$ cat config.mk
export PLATFORM = sky130hd
export DESIGN_NAME = spi_reg_bridge
export DESIGN_NICKNAME = d
export VERILOG_FILES = /design/src/rtl/spi_reg_bridge.sv
export SDC_FILE = /design/constraint.sdc
export NUM_CORES = 1
export LEC_CHECK = 0
export ABC_AREA = 1
export ABC_CLOCK_PERIOD_IN_PS = 2600
export CORE_ASPECT_RATIO = 0.75
export CORE_MARGIN = 1
export CORE_UTILIZATION = 35
export CTS_CLUSTER_SIZE = 40
export DETAILED_ROUTE_END_ITERATION = 6
export SYNTH_ARGS = -nofsm -noshare
export SYNTH_HDL_FRONTEND = slang
export SYNTH_SLANG_ARGS = --single-unit
$ cat constraint.sdc
create_clock -name clk_i -period 2.6 [get_ports clk_i]
set_input_delay 0.39 -clock clk_i [delete_from_list [all_inputs] [get_ports clk_i]]
set_output_delay 0.39 -clock clk_i [all_outputs]
set_load 0.05 [all_outputs]
$ cat src/rtl/spi_reg_bridge.sv
// Turns SPI byte frames into register-bus writes (bursts) and single reads.
// Read data is parked in miso_byte_o for the slave to shift out in the next frame.
module spi_reg_bridge #(
    parameter int ADDR_W = 7,
    parameter int RD_LAT = 1
) (
    input  logic              clk_i,
    input  logic              rst_n_i,
    input  logic              cs_i,
    input  logic [7:0]        rx_byte_i,
    input  logic              rx_valid_i,
    output logic [7:0]        miso_byte_o,
    output logic [ADDR_W-1:0] reg_addr_o,
    output logic [7:0]        reg_wdata_o,
    output logic              reg_we_o,
    output logic              reg_re_o,
    input  logic [7:0]        reg_rdata_i,
    output logic              protocol_err_o
);

    // state      | meaning
    // ST_IDLE    | no frame, waiting for CS falling edge
    // ST_CMD     | frame open, next byte is the command
    // ST_WRITE   | write burst, each byte goes to ptr_q then ptr_q++
    // ST_RD_WAIT | read issued, counting down RD_LAT to sample reg_rdata_i
    // ST_RD_DONE | read done, any further byte in this frame is illegal
    typedef enum logic [2:0] {
        ST_IDLE,
        ST_CMD,
        ST_WRITE,
        ST_RD_WAIT,
        ST_RD_DONE
    } state_t;

    state_t            state_q;
    logic [ADDR_W-1:0] ptr_q;
    logic [2:0]        cnt_q;
    logic              start_pend_q;
    logic [7:0]        miso_q;
    logic [ADDR_W-1:0] reg_addr_q;
    logic [7:0]        reg_wdata_q;
    logic              reg_we_q;
    logic              reg_re_q;
    logic              err_q;

    logic              cs_meta_q;
    logic              cs_sync_q;
    logic              cs_prev_q;
    logic [1:0]        flush_q;
    logic              armed_q;

    logic              cs_fall;
    logic              cs_rise;

    // A frame already open when reset releases is not a frame start: edges
    // count only after the synchroniser has flushed and seen CS high.
    assign cs_fall = armed_q & cs_prev_q & ~cs_sync_q;
    assign cs_rise = ~cs_prev_q & cs_sync_q;

    always_ff @(posedge clk_i or negedge rst_n_i) begin
        if (!rst_n_i) begin
            cs_meta_q <= 1'b1;
            cs_sync_q <= 1'b1;
            cs_prev_q <= 1'b1;
            flush_q   <= 2'b00;
            armed_q   <= 1'b0;
        end else begin
            cs_meta_q <= cs_i;
            cs_sync_q <= cs_meta_q;
            cs_prev_q <= cs_sync_q;
            flush_q   <= {flush_q[0], 1'b1};
            if (flush_q[1] && cs_sync_q) armed_q <= 1'b1;
        end
    end

    always_ff @(posedge clk_i or negedge rst_n_i) begin
        if (!rst_n_i) begin
            state_q      <= ST_IDLE;
            ptr_q        <= '0;
            cnt_q        <= '0;
            start_pend_q <= 1'b0;
            miso_q       <= 8'h00;
            reg_addr_q   <= '0;
            reg_wdata_q  <= 8'h00;
            reg_we_q     <= 1'b0;
            reg_re_q     <= 1'b0;
            err_q        <= 1'b0;
        end else begin
            reg_we_q <= 1'b0;
            reg_re_q <= 1'b0;
            err_q    <= 1'b0;
            case (state_q)
                ST_IDLE: begin
                    if (cs_fall) state_q <= ST_CMD;
                end
                ST_CMD: begin
                    if (cs_rise) begin
                        state_q <= ST_IDLE;
                    end else if (rx_valid_i) begin
                        ptr_q <= rx_byte_i[ADDR_W-1:0];
                        if (rx_byte_i[7]) begin
                            state_q <= ST_WRITE;
                        end else begin
                            reg_addr_q   <= rx_byte_i[ADDR_W-1:0];
                            reg_re_q     <= 1'b1;
                            cnt_q        <= 3'(RD_LAT);
                            start_pend_q <= 1'b0;
                            state_q      <= ST_RD_WAIT;
                        end
                    end
                end
                ST_WRITE: begin
                    if (cs_rise) begin
                        state_q <= ST_IDLE;
                    end else if (rx_valid_i) begin
                        reg_addr_q  <= ptr_q;
                        reg_wdata_q <= rx_byte_i;
                        reg_we_q    <= 1'b1;
                        ptr_q       <= ptr_q + ADDR_W'(1);
                    end
                end
                ST_RD_WAIT: begin
                    // CS may bounce while waiting; remember whether a new frame has opened.
                    if (cs_fall)      start_pend_q <= 1'b1;
                    else if (cs_rise) start_pend_q <= 1'b0;
                    if (rx_valid_i && !cs_sync_q && !start_pend_q) err_q <= 1'b1;
                    if (cnt_q == 3'd0) begin
                        miso_q <= reg_rdata_i;
                        if (start_pend_q || cs_fall) state_q <= ST_CMD;
                        else if (cs_sync_q)          state_q <= ST_IDLE;
                        else                         state_q <= ST_RD_DONE;
                    end else begin
                        cnt_q <= cnt_q - 3'd1;
                    end
                end
                ST_RD_DONE: begin
                    if (cs_rise)         state_q <= ST_IDLE;
                    else if (rx_valid_i) err_q   <= 1'b1;
                end
                default: state_q <= ST_IDLE;
            endcase
        end
    end

    assign miso_byte_o    = miso_q;
    assign reg_addr_o     = reg_addr_q;
    assign reg_wdata_o    = reg_wdata_q;
    assign reg_we_o       = reg_we_q;
    assign reg_re_o       = reg_re_q;
    assign protocol_err_o = err_q;

endmodule

== Yosys cells after proc, flatten, opt, wreduce, memory -nomap -nowiden ==
Index checks and enable logic that the tools add are counted.

* Multiplexer cells: 40
* Eq/ne operators: 15
* Add/subtract/negate cells: 2
* Bitwise operators: 6
* Reductions and logical operators: 18

{| class="wikitable"
|+ Operators by type and width
! cell !! number
|-
| 7-bit 2-to-1 mux || 9
|-
| 3-bit 2-to-1 mux || 11
|-
| 7-bit case mux with 2 select lines || 2
|-
| 2-bit != test (second input constant) || 8
|-
| 5-bit AND reduction || 3
|-
| 1-bit 2-to-1 mux || 14
|-
| 3-bit case mux with 4 select lines || 1
|-
| 7-bit by 1-bit adder with 7-bit output (second input constant) || 1
|-
| 3-bit by 2-bit equality test with 1-bit output (second input constant) || 2
|-
| 3-bit zero test || 2
|-
| 3-bit != test (second input constant) || 2
|-
| 3-bit case mux with 2 select lines || 1
|-
| 6-bit AND reduction || 1
|-
| 1-bit case mux with 2 select lines || 2
|-
| 4-bit AND reduction || 1
|-
| 2-bit nonzero test || 2
|-
| 1-bit AND || 3
|-
| 3-bit by 1-bit equality test with 1-bit output (second input constant) || 1
|-
| 3-bit equality test (second input constant) || 1
|-
| 1-bit logical AND || 3
|-
| 1-bit NOT || 3
|-
| 3-bit AND reduction || 1
|-
| 3-bit by 1-bit subtractor with 3-bit output (second input constant) || 1
|-
| 1-bit zero test || 2
|-
| 4 further kinds || 4
|}

* Logic and storage cells: 96
* Input port bits: 20
* Output and inout port bits: 26
* Bits in registers: 46

== Longest topological paths before layout ==
Gate-level depths: netlist of run 1.

* Word-level depth: 6
* Gate-level depth with buffers: 10
* Mapped depth without buffers: 9

== Worst setup path before layout of run 1 ==
No wires, ideal clock.

* Kind: register -> register
* Start point: register cnt_q[0]
* End point: register state_q[2]
* Data arrival time: 1.308 ns
* Setup time: 0.117 ns
* Clock period less this slack: 1.425 ns
* Path buffers: 0
* Required time: 2.483 ns
* Cell stages (with the launch flop): 10
* Path slack: 1.175 ns
* Path through: dfrtp_1 inv_1 ha_1 inv_1 nor2_2 nor2_1 a21oi_2 nand2_1 nand2_1 nand2_1

* Cells in the longest elaborated chain, start to end: 3

{| class="wikitable"
|+ Ends and longest elaborated chain
! what !! RTL line !! text
|-
| from (decl) || 37 || <nowiki>logic [2:0] cnt_q;</nowiki>
|-
| from (signal assigned) || 106 || <nowiki>cnt_q <= 3'(RD_LAT);</nowiki>
|-
| from (signal assigned) || 133 || <nowiki>cnt_q <= cnt_q - 3'd1;</nowiki>
|-
| 3-bit zero test || 127 || <nowiki>if (cnt_q == 3'd0) begin</nowiki>
|-
| 2-bit != test (no source line) || n/a ||
|-
| 4-bit AND reduction (no source line) || n/a ||
|-
| to (signal assigned) || 129 || <nowiki>if (start_pend_q || cs_fall) state_q <= ST_CMD;</nowiki>
|-
| to (signal assigned) || 130 || <nowiki>else if (cs_sync_q) state_q <= ST_IDLE;</nowiki>
|-
| to (signal assigned) || 131 || <nowiki>else state_q <= ST_RD_DONE;</nowiki>
|-
| to (decl) || 35 || <nowiki>state_t state_q;</nowiki>
|}

No other way between the ends.
A chain may end at the register's enable or synchronous reset.

== Worst setup path in the final report of run 1 ==
* Start point: register miso_q[0], in the netlist miso_byte_o[0]
* End point: output miso_byte_o[0]

{| class="wikitable"
|+ RTL lines
! what !! RTL line !! text
|-
| from (decl) || 39 || <nowiki>logic [7:0] miso_q;</nowiki>
|-
| from (signal assigned) || 128 || <nowiki>miso_q <= reg_rdata_i;</nowiki>
|-
| to (decl) || 12 || <nowiki>output logic [7:0] miso_byte_o,</nowiki>
|}

No word-level cell between the ends.

==> flow_summary.json, run 1 <==
{
  "status": "finished, final reports clean",
  "min_period_over_period_pct": 71.8,
  "fin_util_pct": 46.1,
  "wirelength_mm": 4.98,
  "rows": 25,
  "slew_viol_final": 0,
  "die-area_sq_um": 6830,
  "cts_setup_buffers": 0,
  "maxCapViolations": 0,
  "pre_cts_ws_ns": 0.858,
  "cts_root_buf": "clkbuf_8",
  "cts.sinks": 46,
  "start_util_pct": 36.2,
  "cts.clk_slew.worst_paths_ns": 0.09,
  "clkLatencyLatePin_ns": 0.30,
  "irDropWorstVdd_v": 0.000600,
  "fin_crit_ns": 1.87,
  "yosysWarnings": 0,
  "synth-seq-area-share_pct": 50.7,
  "wl_per_cell_um": 11.9,
  "cts_buffers": 5,
  "synthToLayoutAreaGrowth_pct": 27.3,
  "r2r_start": "cnt_q[0]",
  "tns_ns": 0,
  "cpPeakStageDelay_ns": 0.82,
  "rr_worst_depth": 8,
  "fp.dieW_um": 95.1,
  "antenna_found_initial": 0,
  "pin_count": 46,
  "cp-start-kind": "flip-flop",
  "path_buf_inv": 1,
  "tightestPinTransition_ns": 0.524,
  "max_freq_mhz": 536,
  "rrSetupSlack_ns": 0.85,
  "leakage_nw": 1.47,
  "clockBufferDepth": 2,
  "diodes": 0,
  "grt_overflow": 0,
  "grtUsageTotal_pct": 16.1,
  "layout-drive-gt1-share_pct": 9.79,
  "setup_viol": 0,
  "hold_buffers": 0,
  "layoutNonFillerInstCount": 418,
  "path_max_fanout": 2,
  "grt_pass1_vias": 1808,
  "io_buffers": 45,
  "synthCells": 287,
  "relSlewSlack_pct": 65.1,
  "cp.arrival_ns": 1.48,
  "gp_congestion": 0.789,
  "cp_top_family": "buffers and inverters",
  "fp.dieH_um": 71.8,
  "cts_resized": 0,
  "vias": 1941,
  "crit_chain": "clkdlybuf4s50_1",
  "reg2reg_to": "cnt_q[2]",
  "hold_viol": 0,
  "cts-htree-levels": 2,
  "avgSynthCellArea_sq_um": 7.93,
  "crit_type": "reg -> out",
  "placed_cells": 410,
  "detail_route.vias_per_cell": 4.64,
  "dp_hpwl_mm": 3.73,
  "hold_path_class": "in -> async",
  "rsz0062_at_grt": "no",
  "nets": 359,
  "power_density_nw_per_um2": 1290,
  "grt_start_max_net_pins": 31,
  "skew_ns": 0.00676,
  "coreArea_sq_um": 6290,
  "ys_types": 26,
  "synth_fp_nets": 310,
  "crit_path_end_kind": "output pin",
  "worst_ep_required_time_ns": 2.21,
  "route.detailed.drc": 0,
  "syn_area_sq_um": 2280,
  "drt_iter0_markers": 186,
  "cts_tree": "done",
  "ant_nets": 0,
  "dr.pass1.iters": 4,
  "grt_first_pass_wirelength_mm": 8.46,
  "finalWorstSetupSlack_ns": 0.733,
  "critPathSlowestCell": "clkdlybuf4s50_1",
  "synth-seq-cells": 46
}
==> report_power, final <==
group	switching (W)	total [W]	internal, W
Combinational	0.00134	0.00197	0.000639
Clock	0.000248	0.000536	0.000288
Sequential	0.000231	0.00122	0.000994
Total	0.00181	0.00374	0.00192
==> synth_stat cells <==
library cell	n	area (sq um)
buf_6	4	45.0
o21ai_2	1	8.76
nand2_2	5	31.3
a21o_1	1	7.51
nand2_4	2	22.5
o21ai_4	1	16.3
xnor2_1	1	8.76
nand3_4	1	17.5
nand2_1	121	454
inv_1	20	75.1
o21ai_1	3	15.0
nor3_1	1	5.00
conb_1	1	3.75
inv_2	5	18.8
nand3_1	32	160
ha_1	3	37.5
nor2_1	17	63.8
o31ai_1	1	7.51
dfstp_2	3	78.8
a21oi_2	1	8.76
a21oi_1	3	15.0
dfrtp_1	43	1080
o21ai_0	7	35.0
nor2_2	3	18.8
nand4_1	6	37.5
buf_4	1	7.51
==> cell type report <==
cell class	instances	area [sq um]
clock inverters	3	43.8
clock buffers	5	68.8
inverters	25	93.8
fillers	619	3390
flip-flops and latches	46	1150
repair buffers	47	460
multi-input cells	211	975
well taps	81	101
==> worst max-delay path by stage <==
stage | startpoint | end | slack, ns | cells past startpoint
3_5_place_dp | cnt_q[0] | cnt_q[0] | 0.86 | 8
5_1_grt | cnt_q[0] | cnt_q[0] | 0.68 | 8
4_1_cts | miso_byte_o[4] | miso_byte_o[4] | 0.71 | 1
6_report | miso_byte_o[0] | miso_byte_o[0] | 0.73 | 1
3_3_place_gp | cnt_q[0] | cnt_q[0] | 0.85 | 8
2_1_floorplan | cnt_q[0] | state_q[2] | 1.17 | 9
==> cell usage in the layout (no fill, tap or decap), types with 3 or more instances in the layout <==
cell,Yosys,layout
a21oi_1,3,3
clkbuf_8,0,5
clkdlybuf4s50_1,0,44
dfrtp_1,43,43
dfstp_2,3,3
ha_1,3,3
inv_1,20,20
inv_2,5,5
nand2_1,121,121
nand2_2,5,5
nand3_1,32,32
nand4_1,6,6
nor2_1,17,17
nor2_2,3,3
o21ai_0,7,7
o21ai_1,3,3
==> routing by layer <==
metal	track usage (%)	up-vias	wire length, um
met1	24.6	899	2620
met3	3.82	2	262
met2	22.4	39	2060
met5	0	-	0
met4	4.71	0	35
li1	-	1001	-
==> cell families after synthesis <==
family / count (synthesis) / synth area share [%]
AO/OA/AOI/OAI: 18 / 5.00
XOR/XNOR: 1 / 0.385
adder cells (fa/ha/maj): 3 / 1.65
buffers and inverters: 30 / 6.43
flip-flops: 46 / 50.7
other: 1 / 0.165
AND/OR/NAND/NOR: 188 / 35.6
==> state kept, by name, summed over array words and instances, names as in the netlist, 2 cells and up <==
register     count
miso_byte_o      8
reg_wdata_o      8
ptr_q            7
reg_addr_o       7
cnt_q            3
state_q          3
flush_q          2
==> metrics by stage <==
| step | cell area (sq um) | total power, W | hold slack [ns] |
|---|---|---|---|
| after detailed placement | 2790 | 0.00323 | 0.337 |
| after floorplan | 2280 | 0.00265 | 0.0944 |
| after CTS | 2900 | 0.00378 | 0.0148 |
| after global placement | 2790 | 0.00322 | 0.335 |
| final | 2900 | 0.00374 | 0.0114 |
| after global routing | 2900 | 0.00401 | 0.0412 |
No activity file was read; power rests on OpenSTA's default activity.
==> run 2: changes to the inputs <==
--- a/config.mk
+++ b/config.mk
@@ -6,7 +6,7 @@
 export NUM_CORES = 1
 export LEC_CHECK = 0
 export ABC_AREA = 1
-export ABC_CLOCK_PERIOD_IN_PS = 2600
+export ABC_CLOCK_PERIOD_IN_PS = 1800
 export CORE_ASPECT_RATIO = 0.75
 export CORE_MARGIN = 1
 export CORE_UTILIZATION = 35
==> constraint.sdc (replaced) <==
create_clock -name clk_i -period 1.8 [get_ports clk_i]
set_input_delay 0.27 -clock clk_i [delete_from_list [all_inputs] [get_ports clk_i]]
set_output_delay 0.27 -clock clk_i [all_outputs]
set_load 0.05 [all_outputs]
==> flow_summary.json, run 2 (synthesis gave the netlist of run 1 again) <==
{
  "power.total_w": 0.00546,
  "path_buf_inv": 1,
  "io_buffers": 45,
  "finalWorstSetupSlack_ns": 0.0681,
  "maxCapViolations": 0,
  "wl_met3_um": 296,
  "fin_crit_ns": 1.73,
  "hold_path_class": "reg -> reg",
  "cts_root_buf": "clkbuf_8",
  "hold_buffers": 1,
  "leakage_nw": 1.52,
  "crit_type": "reg -> out",
  "placed_area_sq_um": 2810,
  "rows": 25,
  "path_depth": 1,
  "fin_area_sq_um": 2940,
  "clockBufferDepth": 2,
  "tns_ns": 0,
  "clkLatencyLatePin_ns": 0.29,
  "wl_per_cell_um": 11.6,
  "power_density_nw_per_um2": 1860,
  "crit_path_end_kind": "output pin",
  "whs_path_depth": 0,
  "pin_count": 46,
  "dp_hpwl_mm": 3.68,
  "relSlewSlack_pct": 66.4,
  "diodes": 0,
  "layout-drive-gt1-share_pct": 13.7,
  "vias": 1965,
  "tightestPinTransition_ns": 0.502,
  "cts-htree-levels": 2,
  "slew_viol_final": 0,
  "worst_ep_required_time_ns": 1.53,
  "fp.dieW_um": 95.1,
  "worst_hold_slack_ns": 0.354,
  "dr.pass1.iters": 4,
  "coreArea_sq_um": 6290,
  "status": "finished, final reports clean",
  "synthToLayoutAreaGrowth_pct": 29.0,
  "min_period_over_period_pct": 96.2,
  "rr_worst_depth": 8,
  "start_util_pct": 36.2,
  "m1WireLength_mm": 2.62,
  "die-area_sq_um": 6830,
  "grt_pass1_vias": 1868,
  "cts.clk_slew.worst_paths_ns": 0.09,
  "grt_first_pass_wirelength_mm": 8.67,
  "cts_buffers": 5,
  "detail_route.vias_per_cell": 4.63,
  "nets": 365,
  "pre_cts_ws_ns": 0.205,
  "irDropWorstVdd_v": 0.000830,
  "cts_tree": "done",
  "wirelength_mm": 4.94,
  "route.detailed.drc": 0,
  "drt_iter0_markers": 112,
  "cts_setup_buffers": 0,
  "gp_congestion": 0.849,
  "grtUsageTotal_pct": 16.3,
  "fp.dieH_um": 71.8,
  "final_cell_mix": "121 x nand2_1, 43 x dfrtp_1, 35 x clkdlybuf4s50_1",
  "cts.sinks": 46,
  "hold_viol": 0,
  "multiInputGateArea_sq_um": 975,
  "cp.arrival_ns": 1.46,
  "top_layer_used": "met4",
  "setup_viol": 0,
  "crit_chain": "clkdlybuf4s50_1",
  "cts_resized": 0,
  "critPathSlowestCell": "clkdlybuf4s50_1",
  "n_fill_cell": 630,
  "path_max_fanout": 2,
  "rsz0062_at_grt": "no",
  "seq_area_sq_um": 1150,
  "skew_ns": 0.00538,
  "cpPeakStageDelay_ns": 0.81,
  "cp-start-kind": "flip-flop",
  "antenna_found_initial": 0,
  "grt_overflow": 0,
  "layout_commonest_cell": "nand2_1",
  "max_freq_mhz": 577,
  "grt_start_max_net_pins": 47,
  "cp_top_family": "buffers and inverters",
  "wl_met2_mm": 1.99,
  "ant_nets": 0
}
-- run 2: path summary, 6_finish.rpt --
path	startpoint	end	slack [ns]
setup / recovery	miso_byte_o[6]	miso_byte_o[6]	0.07
hold / removal	flush_q[0]	flush_q[1]	0.35
setup reg to reg	state_q[1]	ptr_q[5]	0.22
hold reg to reg	flush_q[0]	flush_q[1]	0.35
max in group asynchronous	rst_n_i	cs_meta_q	1.04
min in group asynchronous	rst_n_i	reg_addr_o[1]	0.46
-- run 2: layout make-up --
| class | count | share of cell area, % |
|---|---|---|
| sequential | 46 | 39.3 |
| multi-input combinational | 211 | 33.2 |
| timing repair buffer | 53 | 17.0 |
| tap | 81 | 3.45 |
| inverter | 25 | 3.20 |
| clock buffer | 5 | 2.34 |
| clock inverter | 3 | 1.49 |
-- run 2: metal layers --
metal | up-vias | track usage (%)
li1 | 1014 | -
met5 | - | 0
met2 | 43 | 22.6
met1 | 906 | 25.2
met4 | 0 | 4.04
met3 | 2 | 3.93
-- run 2: through the flow --
step           util [%]  std cells
6_report           46.7        424
5_1_grt            46.7        424
4_1_cts            46.7        424
3_5_place_dp       44.7        415
3_3_place_gp       44.7        415
2_1_floorplan         -        287
-- run 2: power by group --
part	internal [W]	switching (W)
Combinational	0.000953	0.00198
Sequential	0.00144	0.000309
Clock	0.000416	0.000361
==> run 3: changes to the inputs <==
--- a/config.mk
+++ b/config.mk
@@ -9,9 +9,10 @@
 export ABC_CLOCK_PERIOD_IN_PS = 1800
 export CORE_ASPECT_RATIO = 0.75
 export CORE_MARGIN = 1
-export CORE_UTILIZATION = 35
+export CORE_UTILIZATION = 51
 export CTS_CLUSTER_SIZE = 40
 export DETAILED_ROUTE_END_ITERATION = 6
+export PLACE_DENSITY = 0.79
 export SYNTH_ARGS = -nofsm -noshare
 export SYNTH_HDL_FRONTEND = slang
 export SYNTH_SLANG_ARGS = --single-unit
==> flow_summary.json, run 3 (synthesis gave the netlist of run 1 again) <==
{
  "drt_iter0_markers": 133,
  "maxCapViolations": 0,
  "leakage_nw": 1.51,
  "relSlewSlack_pct": 66.4,
  "fin_area_sq_um": 2900,
  "nets": 365,
  "wirelength_mm": 4.81,
  "cts-htree-levels": 2,
  "start_util_pct": 54.8,
  "synthToLayoutAreaGrowth_pct": 27.5,
  "fin_util_pct": 69.9,
  "io_buffers": 45,
  "min_period_over_period_pct": 97.2,
  "cts_tree": "done",
  "fp.dieH_um": 59.9,
  "worst_ep_required_time_ns": 1.53,
  "placed_area_sq_um": 2780,
  "cp-start-kind": "flip-flop",
  "pin_count": 46,
  "vias": 1995,
  "irDropWorstVdd_v": 0.00115,
  "path_max_fanout": 2,
  "diodes": 0,
  "grt_first_pass_wirelength_mm": 8.48,
  "wl_per_cell_um": 12.1,
  "ant_nets": 0,
  "n_fill_cell": 359,
  "layout-drive-gt1-share_pct": 12.0,
  "path_buf_inv": 1,
  "cts_buffers": 5,
  "cpPeakStageDelay_ns": 0.81,
  "power.total_w": 0.00545,
  "slew_viol_final": 0,
  "detail_route.vias_per_cell": 5.01,
  "coreArea_sq_um": 4150,
  "die-area_sq_um": 4740,
  "rows": 20,
  "seq_area_sq_um": 1150,
  "route.detailed.drc": 0,
  "clockBufferDepth": 2,
  "crit_type": "reg -> out",
  "skew_ns": 0.0104,
  "antenna_found_initial": 0,
  "cts.sinks": 46,
  "critPathSlowestCell": "clkdlybuf4s50_1",
  "multiInputGateArea_sq_um": 975,
  "cp.arrival_ns": 1.48,
  "cp_top_family": "buffers and inverters",
  "max_freq_mhz": 571,
  "fp.dieW_um": 79.1,
  "grtUsageTotal_pct": 23.6,
  "setup_viol": 0,
  "status": "finished, final reports clean",
  "tightestPinTransition_ns": 0.503,
  "cts_root_buf": "clkbuf_8",
  "layout_commonest_cell": "nand2_1",
  "hold_viol": 0,
  "final_cell_mix": "121 x nand2_1, 43 x dfrtp_1, 39 x clkdlybuf4s50_1",
  "hold_path_class": "reg -> reg",
  "fin_crit_ns": 1.75,
  "grt_overflow": 0,
  "grt_start_max_net_pins": 23,
  "crit_chain": "clkdlybuf4s50_1",
  "clkLatencyLatePin_ns": 0.30,
  "power_density_nw_per_um2": 1880,
  "dp_hpwl_mm": 3.70,
  "rsz0062_at_grt": "no",
  "cts.clk_slew.worst_paths_ns": 0.09,
  "tns_ns": 0,
  "grt_pass1_vias": 1816,
  "dr.pass1.iters": 4,
  "gp_congestion": 0.877,
  "crit_path_end_kind": "output pin"
}
[run 3: per-layer routing]
metal	part of all wire, %	vias up	GRT usage (%)
met3	5.9	8	4.58
met1	52	897	35.3
met2	41	75	33.5
met4	1.6	0	9.35
li1	-	1015	-
met5	0	-	0
[run 3: cell type report]
cell class              instances  share of cell area, %
flip-flops and latches         46                   39.8
multi-input cells             211                   33.6
repair buffers                 53                   17.2
inverters                      25                   3.23
clock buffers                   6                   2.50
well taps                      55                   2.37
clock inverters                 2                   1.29
[run 3: where the power goes]
group,total [W],leakage (nW),internal (W),switching [W]
combinational,0.00295,0.898,0.000961,0.00199
sequential,0.00175,0.565,0.00144,0.000310
clock,0.000755,0.0514,0.000414,0.000341
[run 3: path summary, 6_finish.rpt]
check / depth (start not counted) / slack, ns / from / endpoint
max: 1 / 0.05 / reg_wdata_o[6] / reg_wdata_o[6]
min: 0 / 0.36 / flush_q[0] / flush_q[1]
max reg2reg: 7 / 0.29 / state_q[0] / reg_wdata_o[4]
min reg2reg: 0 / 0.36 / flush_q[0] / flush_q[1]
max in group asynchronous: 3 / 0.73 / rst_n_i / cs_meta_q
min in group asynchronous: 2 / 0.45 / rst_n_i / ptr_q[6]
[run 3: timing repair]
item                                    CTS  global route
hold buffers                              1             0
gates resized for setup                   0             1
hold endpoints to repair                 18             0
endpoints found under the setup margin    0             1
buffers inserted                          0             0
[run 3: per-stage QoR]
step | cells | worst slack, ns | hold WS, ns
after floorplan | 287 | 0.375 | -0.0256
final | 398 | 0.0500 | 0.360
after global routing | 398 | 0.0106 | 0.363
after detailed placement | 389 | 0.269 | 0.254
after global placement | 389 | 0.319 | 0.256
after CTS | 398 | 0.0295 | 0.360
